<file path="config.mk">
export PLATFORM = sky130hd
export DESIGN_NAME = bmp_gray_convert
export DESIGN_NICKNAME = d
export VERILOG_FILES = /design/src/rtl/bmp_gray_convert.sv
export SDC_FILE = /design/constraint.sdc
export NUM_CORES = 1
export LEC_CHECK = 0
export CAP_MARGIN = 10
export CORE_MARGIN = 2
export CORE_UTILIZATION = 57
export DETAILED_ROUTE_END_ITERATION = 16
export PLACE_DENSITY = 0.73
export SETUP_SLACK_MARGIN = 0.05
export SLEW_MARGIN = 30
export SYNTH_ARGS = -nofsm -noshare
export SYNTH_HDL_FRONTEND = slang
export SYNTH_SLANG_ARGS = --single-unit
</file>
<file path="constraint.sdc">
create_clock -name clk -period 4.2 [get_ports clk]
set_input_delay 0.84 -clock clk [delete_from_list [all_inputs] [get_ports clk]]
set_output_delay 0.84 -clock clk [all_outputs]
set_load 0.1 [all_outputs]
</file>
<file path="src/rtl/bmp_gray_convert.sv">
// bmp_gray_convert
//   Parses the BMP header held in the single-port image RAM and converts every
//   24-bpp pixel in place to grey, Y = (B + 2G + R) >> 2, written to B, G and R.
//   Row padding and header bytes are never written.
// Ports
//   clk       clock, all logic on posedge
//   rst_n     asynchronous active-low reset
//   in_valid  start request (sampled only in IDLE)
//   RAM_out   RAM read data, valid the cycle after RAM_ren
//   RAM_ren   RAM read strobe
//   RAM_wen   RAM write strobe (never together with RAM_ren)
//   RAM_addr  RAM byte address
//   RAM_in    RAM write data
//   done      conversion finished, held until reset
//   err       unsupported header (bpp != 24), set together with done
module bmp_gray_convert #(
    parameter int unsigned ADDR_WIDTH = 20,
    parameter int unsigned BYTE_WIDTH = 8,
    parameter int unsigned HDR_BYTES  = 30
) (
    input  logic                  clk,
    input  logic                  rst_n,
    input  logic                  in_valid,
    input  logic [BYTE_WIDTH-1:0] RAM_out,
    output logic                  RAM_ren,
    output logic                  RAM_wen,
    output logic [ADDR_WIDTH-1:0] RAM_addr,
    output logic [BYTE_WIDTH-1:0] RAM_in,
    output logic                  done,
    output logic                  err
);

    localparam int unsigned CNT_W = $clog2(HDR_BYTES + 1);
    localparam int unsigned FLD_W = 4 * BYTE_WIDTH;
    localparam int unsigned BPP_W = 2 * BYTE_WIDTH;
    localparam int unsigned SUM_W = BYTE_WIDTH + 2;
    localparam int unsigned PH_W  = 3;

    typedef enum logic [2:0] {
        S_IDLE,
        S_HDR,
        S_CHECK,
        S_PIX,
        S_DONE
    } state_t;

    state_t state_q, state_d;

    logic [CNT_W-1:0]      cnt_q, cnt_d;
    logic [FLD_W-1:0]      off_q, off_d;
    logic [FLD_W-1:0]      w_q, w_d;
    logic [FLD_W-1:0]      h_q, h_d;
    logic [BPP_W-1:0]      bpp_q, bpp_d;
    logic [FLD_W-1:0]      habs_q, habs_d;
    logic [1:0]            pad_q, pad_d;
    logic [FLD_W-1:0]      row_q, row_d;
    logic [FLD_W-1:0]      col_q, col_d;
    logic [ADDR_WIDTH-1:0] base_q, base_d;
    logic [PH_W-1:0]       ph_q, ph_d;
    logic [BYTE_WIDTH-1:0] b_q, b_d;
    logic [BYTE_WIDTH-1:0] g_q, g_d;
    logic [BYTE_WIDTH-1:0] y_q, y_d;
    logic                  ren_q, ren_d;
    logic                  wen_q, wen_d;
    logic [ADDR_WIDTH-1:0] addr_q, addr_d;
    logic [BYTE_WIDTH-1:0] wdata_q, wdata_d;
    logic                  done_q, done_d;
    logic                  err_q, err_d;

    logic [CNT_W-1:0]      hdr_idx;
    logic [FLD_W-1:0]      habs_c;
    logic [1:0]            w3_lo;
    logic [1:0]            pad_c;
    logic [SUM_W-1:0]      sum_c;
    logic [BYTE_WIDTH-1:0] y_c;

    // Byte arriving on RAM_out in HDR belongs to the read issued one cycle earlier.
    assign hdr_idx = cnt_q - CNT_W'(1);

    // Top-down images carry a negative height; only its magnitude matters here.
    assign habs_c = h_q[FLD_W-1] ? (~h_q + FLD_W'(1)) : h_q;

    // Padding = (-3W) mod 4, from the low two bits of 3W.
    assign w3_lo = 2'(w_q[1:0] + {w_q[0], 1'b0});
    assign pad_c = 2'(~w3_lo + 2'd1);

    // Grey value: R arrives on RAM_out in phase 3; 10-bit sum cannot overflow.
    assign sum_c = SUM_W'(b_q) + {1'b0, g_q, 1'b0} + SUM_W'(RAM_out);
    assign y_c   = sum_c[SUM_W-1:2];

    // State and datapath registers.
    always_ff @(posedge clk or negedge rst_n) begin
        if (!rst_n) begin
            state_q <= S_IDLE;
            cnt_q   <= '0;
            off_q   <= '0;
            w_q     <= '0;
            h_q     <= '0;
            bpp_q   <= '0;
            habs_q  <= '0;
            pad_q   <= '0;
            row_q   <= '0;
            col_q   <= '0;
            base_q  <= '0;
            ph_q    <= '0;
            b_q     <= '0;
            g_q     <= '0;
            y_q     <= '0;
            ren_q   <= 1'b0;
            wen_q   <= 1'b0;
            addr_q  <= '0;
            wdata_q <= '0;
            done_q  <= 1'b0;
            err_q   <= 1'b0;
        end else begin
            state_q <= state_d;
            cnt_q   <= cnt_d;
            off_q   <= off_d;
            w_q     <= w_d;
            h_q     <= h_d;
            bpp_q   <= bpp_d;
            habs_q  <= habs_d;
            pad_q   <= pad_d;
            row_q   <= row_d;
            col_q   <= col_d;
            base_q  <= base_d;
            ph_q    <= ph_d;
            b_q     <= b_d;
            g_q     <= g_d;
            y_q     <= y_d;
            ren_q   <= ren_d;
            wen_q   <= wen_d;
            addr_q  <= addr_d;
            wdata_q <= wdata_d;
            done_q  <= done_d;
            err_q   <= err_d;
        end
    end

    // Next state; RAM strobes are computed for the coming cycle and registered.
    always_comb begin
        state_d = state_q;
        cnt_d   = cnt_q;
        off_d   = off_q;
        w_d     = w_q;
        h_d     = h_q;
        bpp_d   = bpp_q;
        habs_d  = habs_q;
        pad_d   = pad_q;
        row_d   = row_q;
        col_d   = col_q;
        base_d  = base_q;
        ph_d    = ph_q;
        b_d     = b_q;
        g_d     = g_q;
        y_d     = y_q;
        ren_d   = 1'b0;
        wen_d   = 1'b0;
        addr_d  = '0;
        wdata_d = '0;
        done_d  = done_q;
        err_d   = err_q;

        case (state_q)
            S_IDLE: begin
                if (in_valid) begin
                    state_d = S_HDR;
                    cnt_d   = '0;
                    ren_d   = 1'b1;
                    addr_d  = '0;
                end
            end

            S_HDR: begin
                cnt_d = cnt_q + CNT_W'(1);
                if (cnt_q != '0) begin
                    case (hdr_idx)
                        CNT_W'(10): off_d[0*BYTE_WIDTH +: BYTE_WIDTH] = RAM_out;
                        CNT_W'(11): off_d[1*BYTE_WIDTH +: BYTE_WIDTH] = RAM_out;
                        CNT_W'(12): off_d[2*BYTE_WIDTH +: BYTE_WIDTH] = RAM_out;
                        CNT_W'(13): off_d[3*BYTE_WIDTH +: BYTE_WIDTH] = RAM_out;
                        CNT_W'(18): w_d[0*BYTE_WIDTH +: BYTE_WIDTH]   = RAM_out;
                        CNT_W'(19): w_d[1*BYTE_WIDTH +: BYTE_WIDTH]   = RAM_out;
                        CNT_W'(20): w_d[2*BYTE_WIDTH +: BYTE_WIDTH]   = RAM_out;
                        CNT_W'(21): w_d[3*BYTE_WIDTH +: BYTE_WIDTH]   = RAM_out;
                        CNT_W'(22): h_d[0*BYTE_WIDTH +: BYTE_WIDTH]   = RAM_out;
                        CNT_W'(23): h_d[1*BYTE_WIDTH +: BYTE_WIDTH]   = RAM_out;
                        CNT_W'(24): h_d[2*BYTE_WIDTH +: BYTE_WIDTH]   = RAM_out;
                        CNT_W'(25): h_d[3*BYTE_WIDTH +: BYTE_WIDTH]   = RAM_out;
                        CNT_W'(28): bpp_d[0*BYTE_WIDTH +: BYTE_WIDTH] = RAM_out;
                        CNT_W'(29): bpp_d[1*BYTE_WIDTH +: BYTE_WIDTH] = RAM_out;
                        default: ;
                    endcase
                end
                if (cnt_q == CNT_W'(HDR_BYTES)) begin
                    state_d = S_CHECK;
                    cnt_d   = '0;
                end else if (cnt_q < CNT_W'(HDR_BYTES - 1)) begin
                    ren_d  = 1'b1;
                    addr_d = ADDR_WIDTH'(cnt_d);
                end
            end

            S_CHECK: begin
                if (bpp_q != BPP_W'(24)) begin
                    state_d = S_DONE;
                    done_d  = 1'b1;
                    err_d   = 1'b1;
                end else if (w_q == '0 || habs_c == '0) begin
                    state_d = S_DONE;
                    done_d  = 1'b1;
                end else begin
                    state_d = S_PIX;
                    habs_d  = habs_c;
                    pad_d   = pad_c;
                    row_d   = '0;
                    col_d   = '0;
                    ph_d    = '0;
                    base_d  = ADDR_WIDTH'(off_q);
                    ren_d   = 1'b1;
                    addr_d  = ADDR_WIDTH'(off_q);
                end
            end

            S_PIX: begin
                ph_d = ph_q + PH_W'(1);
                case (ph_q)
                    PH_W'(0): begin
                        ren_d  = 1'b1;
                        addr_d = base_q + ADDR_WIDTH'(1);
                    end
                    PH_W'(1): begin
                        b_d    = RAM_out;
                        ren_d  = 1'b1;
                        addr_d = base_q + ADDR_WIDTH'(2);
                    end
                    PH_W'(2): begin
                        g_d = RAM_out;
                    end
                    PH_W'(3): begin
                        y_d     = y_c;
                        wen_d   = 1'b1;
                        addr_d  = base_q;
                        wdata_d = y_c;
                    end
                    PH_W'(4): begin
                        wen_d   = 1'b1;
                        addr_d  = base_q + ADDR_WIDTH'(1);
                        wdata_d = y_q;
                    end
                    PH_W'(5): begin
                        wen_d   = 1'b1;
                        addr_d  = base_q + ADDR_WIDTH'(2);
                        wdata_d = y_q;
                    end
                    PH_W'(6): begin
                        ph_d = '0;
                        if (row_q == habs_q - FLD_W'(1) && col_q == w_q - FLD_W'(1)) begin
                            state_d = S_DONE;
                            done_d  = 1'b1;
                        end else begin
                            // End of row skips the padding bytes.
                            if (col_q == w_q - FLD_W'(1)) begin
                                col_d  = '0;
                                row_d  = row_q + FLD_W'(1);
                                base_d = base_q + ADDR_WIDTH'(3) + ADDR_WIDTH'(pad_q);
                            end else begin
                                col_d  = col_q + FLD_W'(1);
                                base_d = base_q + ADDR_WIDTH'(3);
                            end
                            ren_d  = 1'b1;
                            addr_d = base_d;
                        end
                    end
                    default: ph_d = '0;
                endcase
            end

            S_DONE: ;

            default: state_d = S_IDLE;
        endcase
    end

    assign RAM_ren  = ren_q;
    assign RAM_wen  = wen_q;
    assign RAM_addr = addr_q;
    assign RAM_in   = wdata_q;
    assign done     = done_q;
    assign err      = err_q;

endmodule

</file>
==> impl_metrics.csv, run 1 <==
group,metric,value,unit
finish,fill_cells,2520,
die,die_h,184,um
run_status,status,"complete, no violations",
sta,rsz0062_at_grt,"true",
pwr,netSwitchingFraction,31.4,%
routing,via_per_inst,6.48,
sta,hold_viol,0,
die,initial_core_util,58.1,%
pwr,combinationalPowerShare,23.2,%
grt,grt_usage,32.7,%
grt,grt_pass1_wl,87100,um
critical_path,crit_type,"reg -> reg",
critical_path,ff2ff_setup_slack,0.02,ns
placement,placed_cell_area,19900,sq um
sta,fin_hold_ws,0.306,ns
pwr,power.internal,5620,uW
routing,wl,56100,um
logic_synthesis,ys_async_sr_fraction,100,%
die,die_w,184,um
finish,synthToLayoutAreaGrowth,17.0,%
logic_synthesis,syn-num-nets,2090,
critical_path,crit_path_start_kind,"flop",
critical_path,crit_start,"w_q[14]$_DFFE_PN0P_",
critical_path,worst_setup_path_end_kind,"flop",
routing,ant_nets,0,
routing,num_vias,16600,
die,dieArea,33700,sq um
routing,drt-initial-drc-count,1803,
flow_run,max-cap-violations,0,
routing,dr.pass1.iters,6,
critical_path,arrival,4.66,ns
logic_synthesis,synth_area_per_cell,9.01,sq um
cts,cts_tree,"yes",
logic_synthesis,ys_ff_latch,285,
sta,slew_viol_final,0,
min_path,worstHoldPathType,"in -> async",
pwr,p_clk_share,35.5,%
cts,cts_max_path_buffers,3,
die,rows,65,
critical_path,cp_data_required_time,4.68,ns
finish,drive_gt1_share,19.2,%
die,io-pin-count,43,
logic_synthesis,synth_edf_count,0,
finish,final_net_count,2179,
critical_path,critical_path.max_fanout,7,
finish,seqCellArea,7130,sq um
sta,max_slew_margin,32.5,%
logic_synthesis,ys_seq_area_share,38.8,%
pwr,p_leak,0.00908,uW
logic_synthesis,synth.distinct_cells,84,
sta,fmax,239,MHz
logic_synthesis,synth_ff_type,"dfrtp_1",
pwr,peakVddDrop,0.576,mV
critical_path,worstReg2RegEnd,"row_q[17]$_DFFE_PN0P_",
grt,grtUsageMet3,4.73,%
critical_path,rr_startpoint,"w_q[14]$_DFFE_PN0P_",
pwr,sequentialPowerShare,41.3,%
grt,antenna_found_initial,0,
cts,hold_buffers,0,
sta,finalSetupViolCount,0,
cts,root_buffer,"clkbuf_16",
placement,dp_slack,-0.0489,ns
logic_synthesis,synthCells,2040,
cts,htreeDepth,1,
sta,min_period,4.18,ns
routing,drt-wirelength-per-cell,22.0,um
cts,clk_latency,0.56,ns
logic_synthesis,ys_warn_count,0,
cts,clock-sinks,285,
finish,stdcell_area,21500,sq um
finish,multi_input_area,10900,sq um
grt,use_met1,49.0,%
die,coreArea,31600,sq um
pwr,netSwitchingPower,2570,uW
placement,dp_cells,2487,
routing,route.detailed.drc,0,
grt,use_met2,49.6,%
placement,gp_congestion,0.993,
sta,worstMarginPinSlew,1.01,ns
placement,dpl.hpwl,40300,um
cts,cts_buffers,31,
critical_path,crit_end,"row_q[17]$_DFFE_PN0P_",
placement,io_buffers,42,
sta,period_share,99.5,%
sta,finalWorstSetupSlack,0.0222,ns
cts,clk_pin_slew,0.06,ns
finish,finalNonFillerCells,2554,
grt,globalRoute.busiestLayer,"met2",
logic_synthesis,synthesis.area,18400,sq um
pwr,power.density,381,nW/um^2
critical_path,rr_worst_depth,12,
finish,diodes,0,
grt,grt_pass1_vias,15500,
grt,grt_max_degree,103,
grt,overflow,0,
sta,skew,0.0126,ns
==> cells by family (layout without fill, tap and decap cells) <==
| kind of cell | count (synthesis) | count (layout) | synth area share [%] |
|---|---|---|---|
| simple gates | 832 | 832 | 23.5 |
| compound gates | 396 | 396 | 14.2 |
| xor+xnor | 156 | 156 | 7.51 |
| buf+inv | 176 | 288 | 3.73 |
| mux | 156 | 156 | 9.32 |
| fa+ha+maj | 39 | 39 | 3.02 |
| flops | 285 | 285 | 38.8 |
==> synth_stat cells (all sizes together), types with 50 or more instances <==
master / instances / area share (%)
o21ai: 123 / 3.3
dfrtp: 285 / 39
clkbuf: 110 / 2.3
or3: 62 / 2.1
nor2: 122 / 2.5
mux2: 121 / 7.4
nand2: 251 / 5.1
nor3: 70 / 1.9
xor2: 83 / 4.0
xnor2: 72 / 3.4
nand3: 50 / 1.4
a21oi: 68 / 1.9
==> worst max-delay path: stages, from the launching register on <==
cell      delay [ns]
dfrtp_1         0.38
or4_4           0.53
or4_4           0.54
or3_1           0.41
nor3_1          0.27
o22a_1          0.22
or4b_4          0.51
a211oi_4        0.37
nor2_4          0.10
buf_8           0.16
buf_12          0.12
or3_1           0.31
a21oi_1         0.16
==> area by class of cell <==
type / count / share of cell area, %
multi-input cells: 1579 / 50.8
flip-flops and latches: 285 / 33.2
repair buffers: 187 / 7.85
clock buffers: 44 / 4.16
well taps: 402 / 2.34
clock inverters: 12 / 0.878
inverters: 45 / 0.785
==> sequential cells by signal, indices dropped and copies added, names as in the netlist, 20 cells and up <==
signal,count
habs_q,32
off_q,20
RAM_addr,20
w_q,32
base_q,20
h_q,32
row_q,32
col_q,32
==> cells in the final DEF (no fill, tap or decap), types with 58 or more instances in the layout <==
cell / instances
buf_4: 123
a21oi_1: 58
nand2_1: 251
nor2_1: 119
o21ai_0: 109
nor3_1: 65
dfrtp_1: 284
mux2_2: 120
xnor2_1: 71
xor2_1: 83
==> metal layers <==
metal	share of wire, %	up-vias
li1	-	7580
met1	45	8228
met2	44	652
met3	7.6	94
met4	2.5	0
met5	0	-
==> power by group through the flow <==
stage	logic [uW]	registers (uW)	clock network, uW
after global routing	2060	3410	3050
final	1900	3380	2910
after floorplan	1120	3440	0
after CTS	1850	3360	2940
after detailed placement	1840	3400	0
after global placement	1810	3390	0
==> stage by stage <==
stage               power (uW)  utilization, %  TNS, ns
global route              8520            68.0  -0.0784
CTS                       8150            66.4        0
finish                    8180            68.0        0
global placement          5200            63.0        0
detailed placement        5240            63.0   -0.155
floorplan                 4560               -        0
==> worst min path at each step <==
stage / depth (start not counted) / slack (ns) / to
floorplan: 2 / 0.45 / RAM_in[2]$_DFF_PN0_
global placement: 2 / 0.46 / y_q[5]$_DFFE_PN0P_
detailed placement: 2 / 0.46 / RAM_in[2]$_DFF_PN0_
CTS: 1 / 0.34 / row_q[8]$_DFFE_PN0P_
global route: 1 / 0.37 / row_q[10]$_DFFE_PN0P_
finish: 1 / 0.31 / row_q[10]$_DFFE_PN0P_
==> repair_timing <==
action                     CTS  global route
resized for setup            2            87
setup buffers                1             5
setup endpoints to repair   27           130
pin swaps                    3            47
gates cloned                 0             5
Note: power is estimated with default switching activity, not from simulation.
==> inputs of run 2 (changes only) <==
Settings changed: CTS_CLUSTER_DIAMETER set to 30.
==> impl_metrics.csv, run 2 (same netlist as run 1, synthesis figures left out) <==
group,metric,value,unit
routing,ant_nets,0,
sta,setup_tns,0,ns
die,die_h,184,um
grt,overflow,0,
critical_path,critPathSlowestCell,"or4b_4",
pwr,power,10500,uW
die,io-pin-count,43,
run_status,status,"complete, no violations",
sta,hold_viol,0,
die,rows,65,
critical_path,worst_path_largest_cell_delay,0.61,ns
cts,htreeDepth,3,
finish,layout_common_cells,"dfrtp_1, nand2_1, buf_4",
critical_path,cp_common_cell,"or4_4",
sta,worstMarginPinSlew,1.01,ns
placement,dpl.hpwl,40300,um
flow_run,max-cap-violations,0,
critical_path,crit_family,"simple AND/OR/NAND/NOR gates",
routing,drt-wirelength-per-cell,21.6,um
min_path,worstHoldPathType,"in -> async",
cts,cts_buffers,68,
die,die_w,184,um
sta,slew_viol_final,0,
finish,synthToLayoutAreaGrowth,22.1,%
pwr,peakVddDrop,0.520,mV
grt,antenna_found_initial,0,
cts,clk_latency,0.58,ns
die,coreArea,31600,sq um
cts,clk_pin_slew,0.05,ns
sta,min_period,4.17,ns
finish,layout_commonest_cell,"dfrtp_1",
die,initial_core_util,58.1,%
critical_path,worst_setup_path_end_kind,"flop",
cts,clock-sinks,285,
sta,finalSetupViolCount,0,
critical_path,critical_path.max_fanout,17,
sta,max_slew_margin,32.5,%
critical_path,path_cells,"or4_4, or4_4, or4_4, o41ai_2, o22ai_2, or4b_4, a211oi_4, nor2_4, buf_6, buf_12, or3_4, a21oi_2",
critical_path,cp_data_required_time,4.69,ns
placement,gp_congestion,0.993,
cts,root_buffer,"clkbuf_16",
sta,skew,0.0311,ns
routing,num_vias,16800,
placement,io_buffers,42,
critical_path,arrival,4.66,ns
finish,fin_util,71.0,%
finish,drive_gt1_share,20.3,%
grt,grt_usage,33.9,%
cts,cts_max_path_buffers,3,
sta,rsz0062_at_grt,"true",
routing,dr.pass1.iters,6,
critical_path,crit_type,"reg -> reg",
sta,fmax,240,MHz
die,dieArea,33700,sq um
finish,final_net_count,2208,
grt,grt_pass1_wl,89400,um
finish,diodes,0,
pwr,power.density,468,nW/um^2
critical_path,crit_buf_inv,2,
routing,via_per_inst,6.42,
sta,period_share,99.4,%
routing,route.detailed.drc,0,
grt,grt_pass1_vias,16100,
routing,wl,56500,um
cts,cts_tree,"yes",
sta,fin_hold_ws,0.290,ns
critical_path,crit_path_start_kind,"flop",
pwr,p_leak,0.00955,uW
grt,grt_max_degree,103,
routing,drt-initial-drc-count,1567,
run 2: timing repair:
action	in CTS	in global routing
hold buffers	0	0
pin swaps	3	8
setup buffers	0	3
resized for setup	3	43
endpoints found under the setup margin	29	128
run 2: final timing paths:
kind	start	to	slack [ns]	cells past startpoint
max	w_q[12]$_DFFE_PN0P_	row_q[15]$_DFFE_PN0P_	0.03	12
max reg2reg	w_q[12]$_DFFE_PN0P_	row_q[15]$_DFFE_PN0P_	0.03	12
min	rst_n	row_q[10]$_DFFE_PN0P_	0.29	1
min reg2reg	y_q[2]$_DFFE_PN0P_	RAM_in[2]$_DFF_PN0_	0.47	2
min in group clk	y_q[2]$_DFFE_PN0P_	RAM_in[2]$_DFF_PN0_	0.47	2
max in group asynchronous	rst_n	y_q[0]$_DFFE_PN0P_	2.86	2
run 2: area by class of cell:
type / count / area, sq um
Timing Repair Buffer: 179 / 1550
Clock inverter: 40 / 433
Inverter: 45 / 169
Clock buffer: 82 / 1880
Fill cell: 2386 / 9180
Tap cell: 402 / 503
Sequential cell: 285 / 7130
Multi-Input combinational cell: 1579 / 10800
run 2: through the flow:
step	std cells	worst slack, ns	cell area (sq um)
after floorplan	2040	0.0936	18400
after global placement	2487	0.0328	19900
after detailed placement	2487	-0.0489	19900
after CTS	2609	0.0356	22200
after global routing	2612	-0.0291	22500
final	2612	0.0253	22500
run 2: report_power, final:
part | internal [uW] | total, uW | switching (uW) | leakage (uW)
combinational | 798 | 1900 | 1100 | 0.00471
clock | 3510 | 5220 | 1710 | 0.00111
sequential | 3050 | 3380 | 335 | 0.00373
total | 7350 | 10500 | 3150 | 0.00955
run 2: metal layers:
metal  up-vias  global-route usage [%]  share of wire, %
met1      8318                    48.7                45
li1       7666                       -                 -
met2       662                    51.4                44
met3       119                    7.07               8.1
met4         0                    11.2               2.6
met5         -                       0                 0
==> inputs of run 3 (changes only) <==
Settings changed: CTS_BUF_LIST set to sky130_fd_sc_hd__clkbuf_16, CTS_CLUSTER_DIAMETER 30 to 200.
==> impl_metrics.csv, run 3 (same netlist as run 1, synthesis figures left out) <==
group,metric,value,unit
placement,dp_cells,2487,
grt,overflow,0,
critical_path,arrival,4.66,ns
grt,grt_max_degree,103,
cts,cts_max_path_buffers,3,
cts,cts_tree,"yes",
cts,clk_latency,0.56,ns
placement,placed_cell_area,19900,sq um
pwr,netSwitchingFraction,31.8,%
placement,gp_congestion,0.993,
min_path,worstHoldPathType,"in -> async",
pwr,combinationalPowerShare,23.6,%
grt,grt_usage,32.6,%
sta,slew_viol_final,0,
pwr,sequentialPowerShare,42.1,%
die,rows,65,
finish,fill_cells,2538,
critical_path,cp_data_required_time,4.68,ns
routing,route.detailed.drc,0,
finish,stdcell_area,21400,sq um
routing,drt-wirelength-per-cell,21.9,um
sta,fmax,239,MHz
routing,ant_nets,0,
finish,synthToLayoutAreaGrowth,16.6,%
pwr,power.internal,5470,uW
run_status,status,"complete, no violations",
sta,worstMarginPinSlew,1.01,ns
die,coreArea,31600,sq um
grt,grt_pass1_wl,87000,um
cts,cts_buffers,31,
cts,clock-sinks,285,
routing,drt-initial-drc-count,1764,
finish,drive_gt1_share,18.9,%
routing,num_vias,16500,
finish,layout_commonest_cell,"dfrtp_1",
die,dieArea,33700,sq um
placement,dpl.hpwl,40300,um
critical_path,worst_setup_path_end_kind,"flop",
sta,min_period,4.18,ns
routing,via_per_inst,6.47,
finish,layout_common_cells,"dfrtp_1, nand2_1, buf_4",
sta,setup_tns,0,ns
critical_path,crit_type,"reg -> reg",
critical_path,worst_path_largest_cell_delay,0.55,ns
die,die_w,184,um
pwr,peakVddDrop,0.579,mV
sta,max_slew_margin,32.6,%
flow_run,max-cap-violations,0,
pwr,power.density,374,nW/um^2
finish,finalNonFillerCells,2554,
die,io-pin-count,43,
sta,finalSetupViolCount,0,
critical_path,path_cells,"or4_4, or4_4, or3_1, nor3_1, o22a_1, or4b_4, a211oi_4, nor2_4, buf_8, clkbuf_16, or3_1, a21oi_1",
placement,dp_slack,-0.0489,ns
die,die_h,184,um
grt,grt_pass1_vias,15500,
pwr,netSwitchingPower,2550,uW
sta,fin_hold_ws,0.311,ns
critical_path,crit_path_start_kind,"flop",
grt,antenna_found_initial,0,
critical_path,rr_worst_depth,12,
pwr,p_leak,0.00907,uW
critical_path,critical_path.max_fanout,7,
sta,hold_viol,0,
cts,hold_buffers,0,
placement,io_buffers,42,
sta,period_share,99.5,%
routing,dr.pass1.iters,7,
sta,finalWorstSetupSlack,0.0219,ns
finish,diodes,0,
routing,wl,55900,um
cts,root_buffer,"clkbuf_16",
pwr,p_clk_share,34.4,%
critical_path,critPathSlowestCell,"or4_4",
sta,skew,0.0121,ns
cts,clk_pin_slew,0.06,ns
finish,final_net_count,2179,
die,initial_core_util,58.1,%
sta,rsz0062_at_grt,"true",
cts,htreeDepth,1,
==> run 3: cell types whose count changed in the layout (fill, tap and decap cells not counted), moves of 7 or more <==
| cell | before | now |
|---|---|---|
| clkbuf_16 | 70 | 34 |
| clkbuf_8 | 8 | 0 |
| clkinv_1 | 0 | 7 |
| clkinv_4 | 7 | 0 |
| clkinvlp_4 | 10 | 0 |
| or3_1 | 57 | 50 |
| or3_4 | 5 | 12 |
==> run 3: metrics by stage <==
step / total power [uW] / utilization (%)
final: 8030 / 67.8
after global placement: 5200 / 63.0
after global routing: 8370 / 67.8
after detailed placement: 5240 / 63.0
after CTS: 8000 / 66.2
after floorplan: 4560 / -
==> run 3: critical path: cells and delay by family, from the launching register on <==
kind | cells | cell delay (ns)
AO/OA/AOI/OAI | 3 | 0.74
buffers and inverters | 2 | 0.29
flip-flops | 1 | 0.38
AND/OR/NAND/NOR | 7 | 2.68
==> run 3: final cells by class <==
type                    count  area [sq um]  area share [%]
flip-flops and latches    285          7130            33.3
clock buffers              31           776            3.62
clock inverters            25           238            1.11
repair buffers            187          1690            7.88
multi-input cells        1579         10900            51.0
inverters                  45           169           0.788
well taps                 402           503            2.35
==> run 3: final timing paths <==
check	from	endpoint	slack, ns
worst min register to register	y_q[1]$_DFFE_PN0P_	y_q[1]$_DFFE_PN0P_	0.48
max in group asynchronous	rst_n	y_q[0]$_DFFE_PN0P_	2.85
worst max-delay path	w_q[14]$_DFFE_PN0P_	row_q[15]$_DFFE_PN0P_	0.02
worst max register to register	w_q[14]$_DFFE_PN0P_	row_q[15]$_DFFE_PN0P_	0.02
worst min-delay path	rst_n	row_q[10]$_DFFE_PN0P_	0.31
min in group clk	y_q[1]$_DFFE_PN0P_	y_q[1]$_DFFE_PN0P_	0.48
==> run 3: power groups by stage <==
stage	Combinational, uW	Sequential [uW]	Clock, uW
2_1_floorplan	1120	3440	0
3_3_place_gp	1810	3390	0
3_5_place_dp	1840	3400	0
4_1_cts	1850	3360	2790
5_1_grt	2060	3410	2900
6_report	1890	3380	2760
==> run 3: timing repair <==
item                                    4_1_cts  5_1_grt
cloned                                        0        5
endpoints found under the setup margin       27      130
resized for setup                             2       88
setup buffers                                 1        5
hold endpoints to repair                      0        0
pin swaps                                     3       47
==> run 3: metal layers <==
| layer | GRT usage, % | wire length (um) |
|---|---|---|
| met3 | 4.69 | 4300 |
| met5 | 0 | 0 |
| met2 | 49.5 | 24900 |
| met1 | 49.1 | 25400 |
| met4 | 8.45 | 1340 |
